## src/rtl/unit_pkg.sv

```systemverilog
// unit_pkg: shared FSM state type and sizing helpers for the unit_nxm binary-weight layer.
package unit_pkg;

    typedef enum logic [1:0] {
        ST_IDLE,
        ST_FWD,
        ST_BWD,
        ST_SCAN
    } state_e;

    function automatic int unsigned max3(input int unsigned a, input int unsigned b,
                                         input int unsigned c);
        int unsigned m;
        m = a;
        if (b > m) m = b;
        if (c > m) m = c;
        return m;
    endfunction

    // Step counter width; the scan pass is the longest, so it sets the bound.
    function automatic int unsigned cnt_width(input int unsigned n_in, input int unsigned n_out);
        int unsigned w;
        w = $clog2(max3(n_in, n_out, n_in * n_out));
        return (w < 1) ? 1 : w;
    endfunction

endpackage

```

## src/rtl/unit_vote.sv

```systemverilog
// unit_vote: masked XNOR popcount compared against half of n_i; an exact tie takes osc_i.
module unit_vote #(
    parameter int unsigned W = 3
) (
    input  logic [W-1:0]             a_i,
    input  logic [W-1:0]             b_i,
    input  logic [W-1:0]             mask_i,
    input  logic [$clog2(W+1)-1:0]   n_i,
    input  logic                     osc_i,
    output logic                     vote_o
);
    localparam int unsigned NW = $clog2(W + 1);

    logic [NW-1:0] cnt;
    logic [NW:0]   twice;
    logic [NW:0]   n_ext;

    always_comb begin
        cnt = '0;
        for (int unsigned k = 0; k < W; k++) begin
            if (mask_i[k] && (a_i[k] == b_i[k])) cnt = cnt + NW'(1);
        end
        twice = {cnt, 1'b0};
        n_ext = {1'b0, n_i};
        if (twice > n_ext)      vote_o = 1'b1;
        else if (twice < n_ext) vote_o = 1'b0;
        else                    vote_o = osc_i;
    end
endmodule

```

## src/rtl/unit_nxm.sv

```systemverilog
// unit_nxm: binary-weight N_IN x N_OUT layer; serial forward/backward majority votes and weight scan.
// Define UNIT_WEIGHT_UPDATE_EN to enable oscillator-gated weight learning during backward passes.
module unit_nxm
    import unit_pkg::*;
#(
    parameter int unsigned           N_IN   = 3,
    parameter int unsigned           N_OUT  = 3,
    parameter logic [N_IN*N_OUT-1:0] W_INIT = '0
) (
    input  logic              clk_in,
    input  logic              rst_in,
    input  logic              oscillator,
    input  logic              fd_prop,
    input  logic              bk_prop,
    input  logic              scan_start,
    input  logic [N_IN-1:0]   fin,
    input  logic [N_OUT-1:0]  bin,
    output logic [N_OUT-1:0]  fout,
    output logic [N_IN-1:0]   bout,
    output logic              busy,
    output logic              done,
    output logic              control_out,
    output logic              control_valid
);
    localparam int unsigned NW  = N_IN * N_OUT;
    localparam int unsigned CW  = cnt_width(N_IN, N_OUT);
    localparam int unsigned VW  = (N_IN > N_OUT) ? N_IN : N_OUT;
    localparam int unsigned VNW = $clog2(VW + 1);

    state_e            state_q, state_d;
    logic [CW-1:0]     cnt_q, cnt_d;
    logic [N_IN-1:0]   fin_q, fin_d;
    logic [N_OUT-1:0]  bin_q, bin_d;
    logic [N_OUT-1:0]  facc_q, facc_d;
    logic [N_IN-1:0]   bacc_q, bacc_d;
    logic [N_OUT-1:0]  fout_q, fout_d;
    logic [N_IN-1:0]   bout_q, bout_d;
    logic              done_q, done_d;
    logic [NW-1:0]     w_q, w_d;

    logic [VW-1:0]     va, vb, vmask;
    logic [VNW-1:0]    vn;
    logic              vote;
    logic              scan_bit;

    // One voter serves both directions: FWD compares fin_q with row j, BWD compares bin_q with column i.
    always_comb begin
        va       = '0;
        vb       = '0;
        vmask    = '0;
        vn       = '0;
        scan_bit = 1'b0;
        case (state_q)
            ST_FWD: begin
                vn = VNW'(N_IN);
                for (int unsigned i = 0; i < N_IN; i++) begin
                    va[i]    = fin_q[i];
                    vmask[i] = 1'b1;
                    for (int unsigned j = 0; j < N_OUT; j++) begin
                        if (cnt_q == CW'(j)) vb[i] = w_q[j*N_IN+i];
                    end
                end
            end
            ST_BWD: begin
                vn = VNW'(N_OUT);
                for (int unsigned j = 0; j < N_OUT; j++) begin
                    va[j]    = bin_q[j];
                    vmask[j] = 1'b1;
                    for (int unsigned i = 0; i < N_IN; i++) begin
                        if (cnt_q == CW'(i)) vb[j] = w_q[j*N_IN+i];
                    end
                end
            end
            ST_SCAN: begin
                for (int unsigned k = 0; k < NW; k++) begin
                    if (cnt_q == CW'(k)) scan_bit = w_q[k];
                end
            end
            default: ;
        endcase
    end

    unit_vote #(.W(VW)) u_vote (
        .a_i    (va),
        .b_i    (vb),
        .mask_i (vmask),
        .n_i    (vn),
        .osc_i  (oscillator),
        .vote_o (vote)
    );

    always_comb begin
        state_d = state_q;
        cnt_d   = cnt_q;
        fin_d   = fin_q;
        bin_d   = bin_q;
        facc_d  = facc_q;
        bacc_d  = bacc_q;
        fout_d  = fout_q;
        bout_d  = bout_q;
        done_d  = 1'b0;
        w_d     = w_q;
        case (state_q)
            ST_IDLE: begin
                cnt_d = '0;
                if (fd_prop) begin
                    fin_d   = fin;
                    state_d = ST_FWD;
                end else if (bk_prop) begin
                    bin_d   = bin;
                    state_d = ST_BWD;
                end else if (scan_start) begin
                    state_d = ST_SCAN;
                end
            end
            ST_FWD: begin
                for (int unsigned j = 0; j < N_OUT; j++) begin
                    if (cnt_q == CW'(j)) facc_d[j] = vote;
                end
                if (cnt_q == CW'(N_OUT - 1)) begin
                    fout_d  = facc_d;
                    done_d  = 1'b1;
                    cnt_d   = '0;
                    state_d = ST_IDLE;
                end else begin
                    cnt_d = cnt_q + CW'(1);
                end
            end
            ST_BWD: begin
                for (int unsigned i = 0; i < N_IN; i++) begin
                    if (cnt_q == CW'(i)) bacc_d[i] = vote;
                end
`ifdef UNIT_WEIGHT_UPDATE_EN
                // Only column i is written at step i, so later votes still see their pre-write column.
                if (oscillator) begin
                    for (int unsigned j = 0; j < N_OUT; j++) begin
                        for (int unsigned i = 0; i < N_IN; i++) begin
                            if (cnt_q == CW'(i)) w_d[j*N_IN+i] = ~(fin_q[i] ^ bin_q[j]);
                        end
                    end
                end
`endif
                if (cnt_q == CW'(N_IN - 1)) begin
                    bout_d  = bacc_d;
                    done_d  = 1'b1;
                    cnt_d   = '0;
                    state_d = ST_IDLE;
                end else begin
                    cnt_d = cnt_q + CW'(1);
                end
            end
            ST_SCAN: begin
                if (cnt_q == CW'(NW - 1)) begin
                    cnt_d   = '0;
                    state_d = ST_IDLE;
                end else begin
                    cnt_d = cnt_q + CW'(1);
                end
            end
            default: begin
                cnt_d   = '0;
                state_d = ST_IDLE;
            end
        endcase
    end

    always_ff @(posedge clk_in) begin
        if (rst_in) begin
            state_q <= ST_IDLE;
            cnt_q   <= '0;
            fin_q   <= '0;
            bin_q   <= '0;
            facc_q  <= '0;
            bacc_q  <= '0;
            fout_q  <= '0;
            bout_q  <= '0;
            done_q  <= 1'b0;
            w_q     <= W_INIT;
        end else begin
            state_q <= state_d;
            cnt_q   <= cnt_d;
            fin_q   <= fin_d;
            bin_q   <= bin_d;
            facc_q  <= facc_d;
            bacc_q  <= bacc_d;
            fout_q  <= fout_d;
            bout_q  <= bout_d;
            done_q  <= done_d;
            w_q     <= w_d;
        end
    end

    assign fout          = fout_q;
    assign bout          = bout_q;
    assign done          = done_q;
    assign busy          = (state_q != ST_IDLE);
    assign control_valid = (state_q == ST_SCAN);
    assign control_out   = control_valid & scan_bit;

endmodule

```

## config.mk

```make
export PLATFORM = sky130hd
export DESIGN_NAME = unit_nxm
export DESIGN_NICKNAME = d
export VERILOG_FILES = /design/src/rtl/unit_pkg.sv /design/src/rtl/unit_vote.sv /design/src/rtl/unit_nxm.sv
export SDC_FILE = /design/constraint.sdc
export NUM_CORES = 1
export LEC_CHECK = 0
export CORE_MARGIN = 4
export CORE_UTILIZATION = 42
export DETAILED_ROUTE_END_ITERATION = 12
export PLACE_DENSITY = 0.66
export SLEW_MARGIN = 10
export SYNTH_ARGS = -nofsm -noshare
export SYNTH_HDL_FRONTEND = slang
export SYNTH_SLANG_ARGS = --single-unit
```

## constraint.sdc

```tcl
create_clock -name clk_in -period 3.25 [get_ports clk_in]
set_clock_uncertainty 0.15 [all_clocks]
set_input_delay 0.65 -clock clk_in [delete_from_list [all_inputs] [get_ports clk_in]]
set_output_delay 0.65 -clock clk_in [all_outputs]
set_load 0.02 [all_outputs]
```

==> out/results.ini <==
[die]
rows=19
die_w_um=61.51
dieHeight_um=61.51
die_area_sq_um=3783
design.portCount=22
core_sq_um=2758
initial_core_util_pct=43.60

[sta]
tightest_slew_ns=0.5074
finalWorstSetupSlack_ns=0.6063
setup_viol_count_final=0
setup_tns_ns=0
slew_viol_final=0
finalCritPeriodShare_pct=81.35
slew_headroom_pct=66.10
rsz0062_at_grt=false
hold_violations=0
fmax_mhz=378.3
fin_crit_ns=2.644

[critical_path]
rrSetupSlack_ns=1.36
arrival_ns=1.84
critPathLaunch=state_q[0]
r2r_start=state_q[0]
required_ns=2.45
worstSetupStartpointType=register
crit_fanout=5
critPathKind=reg -> out
r2r-end=bout[1]
rr_worst_depth=6
end_kind=primary output
crit_path_end=busy

[finish]
n_antenna_cell=0
layout-drive-gt1-share_pct=4.487
syn_to_final_growth_pct=18.31
finish.net_count=178
final_util_pct=51.59
fin_cells=187
fill_cells=274

[routing]
ant_nets=0
drt_wl_total_mm=2.398
drtIter0Drc=28
drtPass1Iterations=4
drc=0
viasPerCell=5.406
vias=1011
wl_per_cell_um=12.82

[global_route]
grt_pass1_wl_mm=3.981
antenna_found_initial=0
grt_max_degree=22
overflow=0
grt_pass1_vias=920
grt_use_total_pct=14.14

[clock_network]
cts_tree=built
clk_pin_slew_ns=0.13
cts_buffers=3
htreeDepth=1
cts_buffer_depth=2
post-cts-setup-buffer-count=0
cts_root_buf=clkbuf_4
clock_sinks=23
clk_latency_ns=0.31
ctsHoldBuffers=0
post_cts_resized=0

[logic_synthesis]
synth_area_leader_cell=dfxtp_1
syn_area_per_cell_sq_um=8.528
netlist.area_leader.share_pct=38.29
synth_nets=162
async_flop_share_pct=0
ys_top_cells_by_area=dfxtp_1, ha_1, nand3_1
ys_ff_latch=23
ys_seq_area_share_pct=38.29
synth_cells=141
synth_edf_count=0
yosysUniqueCellTypes=34
ys_warn_count=0
synth_top_flop_cell=dfxtp_1
syn_area_sq_um=1202

[pwr]
pwr_density_cell_nw_per_um2=572.7
p_sw_share_pct=38.41
peakVddDrop_v=0.0003176
power_mw=0.8147
clock_power_share_pct=16.3
p_leak_nw=0.5336
switching_power_mw=0.3129
comb_power_share_pct=41.0
p_seq_share_pct=42.7
p_int_mw=0.5018

[placement]
gp_congestion=0.6973
post-place-ws_ns=0.8491
place_hpwl_mm=1.782
portBuffers=20
dp.cells=183

[outcome]
status=completed

[hold_path]
hp-class=reg -> reg

[job]
max-cap-violations=0

cell families (layout without fill, tap and decap cells):
| family | count (synthesis) | after routing | share of synthesized area [%] |
|---|---|---|---|
| AO/OA/AOI/OAI | 28 | 28 | 14.88 |
| XOR/XNOR | 2 | 2 | 1.457 |
| adder cells (fa/ha/maj) | 9 | 9 | 9.365 |
| buffers and inverters | 21 | 36 | 7.908 |
| flip-flops | 23 | 23 | 38.29 |
| multiplexers | 5 | 5 | 4.162 |
| other | 1 | 1 | 0.3119 |
| AND/OR/NAND/NOR | 52 | 52 | 23.62 |
final cells by class:
class	count	area (sq um)	share of cell area, %
inverters	11	41.29	2.902
flip-flops and latches	23	460.4	32.37
multi-input cells	97	646.9	45.47
repair buffers	21	207.7	14.60
clock inverters	1	5.005	0.3518
well taps	31	38.79	2.726
clock buffers	3	22.52	1.583
worst max-delay path, cell delays in order, from the launching register on:
cell and delay [ns]:
dfxtp_1 0.42, inv_1 0.10, ha_1 0.27, inv_1 0.13, clkdlybuf4s50_1 0.62
cells in the mapped netlist, types with 2 or more instances:
master and n:
nand2_1 13, mux2i_1 5, nor4b_1 4, clkbuf_1 4, o21ai_0 7, a31oi_1 4
ha_1 9, inv_1 10, nor3b_1 2, nand4bb_1 2, buf_2 4, nand3_1 12
or3_1 5, o31ai_1 6, dfxtp_1 23, a21oi_1 5, nor2_1 9
stage by stage:
stage / hold slack (ns) / instance area, sq um
floorplan: 0.2861 / 1202
global route: 0.3565 / 1423
finish: 0.3181 / 1423
global placement: 0.3011 / 1395
CTS: 0.3212 / 1423
detailed placement: 0.3034 / 1395
power groups by stage:
stage	Clock [mW]	Sequential, mW	Combinational (mW)
2_1_floorplan	0	0.346	0.258
3_3_place_gp	0	0.352	0.331
3_5_place_dp	0	0.355	0.333
4_1_cts	0.139	0.348	0.337
5_1_grt	0.156	0.353	0.372
6_report	0.133	0.348	0.334
cell usage in the layout, fill, tap and decap left out, types with 2 or more instances in the layout:
cell type	synthesis	routed
a21oi_1	5	5
a31oi_1	4	4
clkbuf_4	0	3
clkdlybuf4s50_1	0	20
dfxtp_1	23	23
ha_1	9	9
inv_1	10	10
mux2i_1	5	5
nand2_1	13	13
nand3_1	12	12
nand4bb_1	2	2
nor2_1	9	9
nor3b_1	2	2
nor4b_1	4	4
o21ai_0	7	7
o31ai_1	6	6
or3_1	5	5
how the worst min path moves through the flow:
stage	startpoint	endpoint	slack, ns	cells past startpoint
after floorplan	fin_q[0]	fin_q[0]	0.29	2
after global placement	facc_q[0]	facc_q[0]	0.30	2
after detailed placement	fin_q[0]	fin_q[0]	0.30	2
after CTS	fin_q[0]	fin_q[0]	0.32	2
after global routing	fin_q[0]	fin_q[0]	0.36	2
final	fin_q[0]	fin_q[0]	0.32	2
sequential cells by signal, indices dropped and copies added (netlist names):
| register | flops |
|---|---|
| facc_q | 2 |
| fout | 3 |
| state_q | 2 |
| bout | 3 |
| bacc_q | 2 |
| cnt_q | 4 |
| bin_q | 3 |
| fin_q | 3 |
| done | 1 |
layer usage:
layer / track usage (%) / wire length [um]
met1: 18.74 / 1180
met2: 22.27 / 1123
met3: 2.516 / 75
met4: 6.364 / 19
met5: 0 / 0
Note: power is estimated with default switching activity, not from simulation.
